==> src/rtl/fifo_chk_shadow_mem.sv <==
// Shadow copy of the observed FIFO storage, used to predict data_out.
// Built only when FIFO_CHK_DATA_EN is defined.
module fifo_chk_shadow_mem #(
   parameter int FIFO_WIDTH = 16,
   parameter int FIFO_DEPTH = 8
) (
   input  logic                  clk,
   input  logic                  rst_n,
   input  logic                  wr_acc,
   input  logic                  rd_acc,
   input  logic [FIFO_WIDTH-1:0] data_in,
   output logic [FIFO_WIDTH-1:0] head_word
);
   localparam int PTR_W = $clog2(FIFO_DEPTH);

   logic [FIFO_WIDTH-1:0] mem [FIFO_DEPTH];
   logic [PTR_W-1:0]      wr_ptr;
   logic [PTR_W-1:0]      rd_ptr;

   // Depth is a power of two, so pointers wrap by plain overflow.
   always_ff @(posedge clk or negedge rst_n) begin
      if (!rst_n) begin
         wr_ptr <= '0;
         rd_ptr <= '0;
      end else begin
         if (wr_acc) wr_ptr <= wr_ptr + PTR_W'(1);
         if (rd_acc) rd_ptr <= rd_ptr + PTR_W'(1);
      end
   end

   always_ff @(posedge clk) begin
      if (wr_acc) mem[wr_ptr] <= data_in;
   end

   assign head_word = mem[rd_ptr];

endmodule

==> config.mk <==
export PLATFORM = sky130hd
export DESIGN_NAME = fifo_chk_shadow_mem
export DESIGN_NICKNAME = d
export VERILOG_FILES = /design/src/rtl/fifo_chk_shadow_mem.sv
export SDC_FILE = /design/constraint.sdc
export NUM_CORES = 1
export LEC_CHECK = 0
export ABC_AREA = 0
export ABC_CLOCK_PERIOD_IN_PS = 3340
export BUFFER_PORTS_ARGS = -buffer_cell sky130_fd_sc_hd__clkbuf_2
export CORE_ASPECT_RATIO = 1.5
export CORE_MARGIN = 4
export CORE_UTILIZATION = 65
export CTS_BUF_LIST = sky130_fd_sc_hd__clkbuf_4
export DETAILED_ROUTE_END_ITERATION = 16
export HOLD_SLACK_MARGIN = 0.06
export PLACE_DENSITY = 0.85
export SLEW_MARGIN = 20
export SYNTH_ARGS = -nofsm -noshare
export SYNTH_HDL_FRONTEND = slang
export SYNTH_SLANG_ARGS = --single-unit
==> constraint.sdc <==
create_clock -name clk -period 3.34 [get_ports clk]
set_clock_uncertainty 0.15 [all_clocks]
set_input_delay 0.334 -clock clk [delete_from_list [all_inputs] [get_ports clk]]
set_output_delay 0.334 -clock clk [all_outputs]
set_load 0.005 [all_outputs]
==> key figures <==
Floorplan
  – Chip Width: slightly above 80 µm
  – Core area: between 0.007 and 0.008 mm²
  – Cell Rows: 39
  – Starting Density: 67.6%
  – Die H: between 100 and 150 µm
  – Top-level I/O count: 36
  – Die Area: 0.00954 mm²

STA
  – Sum of negative setup slack: 0 ns
  – Worst Slack Setup Final: 0.529 ns
  – Least-Margin Pin Slew: 0.932 ns
  – Relative slew slack: a little under two fifths
  – RSZ-0062 raised after global routing: no
  – Period utilisation layout: 84.2%
  – Fin. max-slew vios: 0
  – Endpoints failing hold: 0
  – Setup violators final: 0
  – Max Clk Rate: 356 MHz
  – Fin crit period: 2.81 ns

Worst setup path
  – Kind of critical path: flop to primary output
  – CP max FO: 22
  – Critical Path RT: 2.86 ns
  – CP Capture Type: primary output
  – Startpoint Class: flop
  – Register-to-register setup slack: 1.35 ns
  – Critical path arrival: between 2 and 2.5 ns

Global route
  – First-pass GRT wire length: 13800 µm
  – Largest net degree at the start of global routing: 23
  – Vias in the first global route: roughly 2500
  – Number of antenna violations at the first check in global routing: 0
  – All-Layer GR Usage: 21.1%
  – Grt total ovfl: 0

CTS
  – Worst-Skew Late Latency: approximately 0.53 ns
  – TritonCTS Buffers: 17
  – Bufs on Longest Clock Path: 2
  – Clock Sinks: 134
  – Root Driver: clkbuf_4
  – Resize count post-CTS: 0
  – CTS tree: yes
  – Reg clk slew, reported paths: about 0.12 ns
  – H-tree Lvls: 4

Detailed routing
  – Post-Route WL: 8840 µm
  – Routed vias: 2395
  – Highest routed layer: met4
  – 1st-iter DRT viols: about 160
  – Detail-routed via count per cell: 5.91
  – Drt first pass iters: 6
  – # DRC: 0
  – Met2 Wirelength: 4910 µm
  – WL/cell: 21.8 µm
  – Met1 wire length: 3380 µm
  – Antenna Violating Nets Remaining: 0
  – DR WL met3: 351 µm

Cells and area
  – Post-Layout Cell Count: 405
  – Fillcell total: 433
  – Final Cell Area: 0.00602 mm²
  – Most frequent cells in the layout: 128 x edfxtp_1, 35 x clkbuf_2, 25 x mux4_1, 20 x dlygate4sd3_1
  – Nets: 312
  – Area of the multi-input gates: 0.00115 mm²
  – ANT cells: 0
  – Proportion of layout cells with a drive suffix above 1: approximately a third
  – Area growth from synthesis to layout: 15.5%
  – Seq. cell area: 0.00399 mm²
  – Final core occ: about four fifths
  – Most common cell after layout, fill and taps aside: edfxtp_1

Place
  – Hpwl dp: 5160 µm
  – Placed Instance Area: 0.00555 mm²
  – Final RePlAce weighted congestion: 0.721
  – PortBufs: 35
  – Inst Count DP: ~350
  – Place WS: 1.12 ns

Synth
  – Mux cell area share after synthesis: 19.5%
  – Compound-Gate Fraction of Synth Area: 0%
  – Synth top area cells: edfxtp_1 74%, mux4_1 13%, mux2_2 3.9%
  – Post-synth top area share: between 70% and 80%
  – Post-Synthesis Cell Area: between 0.005 and 0.006 mm²
  – Simple-gate area share of the yosys netlist: 1.27%
  – Yosys warnings: 0
  – Cells after synthesis: 215
  – Largest family of logic cells by synthesized area: multiplexers
  – Synth area leader: edfxtp_1
  – Unique masters post-synth: 15
  – Post-synthesis adder-cell area fraction: 0.480%
  – FF+latch count, synth: approximately 130
  – Synth Area in XOR/XNOR: 0.672%
  – Post-Syn Area per Cell: 24.2 µm²
  – Sequential share of the synthesized area: 76.7%
  – Mapped Nets: between 200 and 250

Pwr
  – Cell leakage power: 0.00210 µW
  – Power Density: 765 mW/mm²
  – Peak supply drop: ~0.58 mV

Hold path
  – Hold Crit Class: primary input to flop

Status
  – Status: complete, no violations

Job
  – Max cap viols: 0
## cells in the mapped netlist (all sizes together)
library cell    n
nand2b          3
nor2            6
clkbuf          2
nor3            2
edfxtp        128
nand2           4
dfrtp           6
xor2            2
mux4           32
xnor2           2
mux2           18
buf             8
ha              2
## metal layers
metal / vias up / GRT usage [%]
met5: - / 0
met4: 0 / 10.0
met3: 22 / 6.05
met2: 57 / 34.5
met1: 1243 / 25.4
li1: 1073 / -
## worst paths after layout
kind                       startpoint  cells past startpoint             to
max                         rd_ptr[0]                      4  head_word[10]
min                            wr_acc                      3      wr_ptr[0]
max reg2reg                 wr_ptr[0]                      3     mem[4][10]
min reg2reg                 wr_ptr[1]                      1      wr_ptr[1]
max in group asynchronous       rst_n                      3      rd_ptr[2]
min in group asynchronous       rst_n                      3      rd_ptr[0]
## timing repair
item,4_1_cts,5_1_grt
buffers inserted,0,0
hold endpoints to repair,140,0
hold buffers,20,0
## report_power, final
group | switching [µW] | total (µW) | internal [µW]
clock network | 566 | 1010 | 443
logic | 577 | 1320 | 743
registers | 163 | 2280 | 2110
## metrics by stage
stage / hold WS (ns) / total power [µW]
after CTS: 0.385 / 4640
after floorplan: -0.112 / 3190
after global routing: 0.402 / 4840
after detailed placement: 0.0138 / 3640
after global placement: 0.0137 / 3590
final: 0.439 / 4610
## logic make-up (layout without fill, tap and decap cells)
family,count (synthesis),in the layout
simple gates,15,15
fa+ha+maj,2,2
xor+xnor,4,4
buf+inv,10,98
mux,50,50
flops,134,134
## critical path, cell delays in order, from the launching register on
cell,delay (ns)
dfrtp_1,0.39
buf_4,0.36
mux4_1,0.61
mux2_2,0.31
clkbuf_2,0.12
## state kept, by name (all words and copies together), names as in the netlist
| register | count |
|---|---|
| mem | 128 |
| rd_ptr | 3 |
| wr_ptr | 3 |
## final cells by class
class                      count  share of cell area, %
clock buffer                  18                   2.25
clock inverter                14                   2.27
multi-input combinational     71                   19.2
sequential                   134                   66.4
tap                          102                   2.12
timing repair buffer          66                   7.82
(Power assumes the default switching activity.)
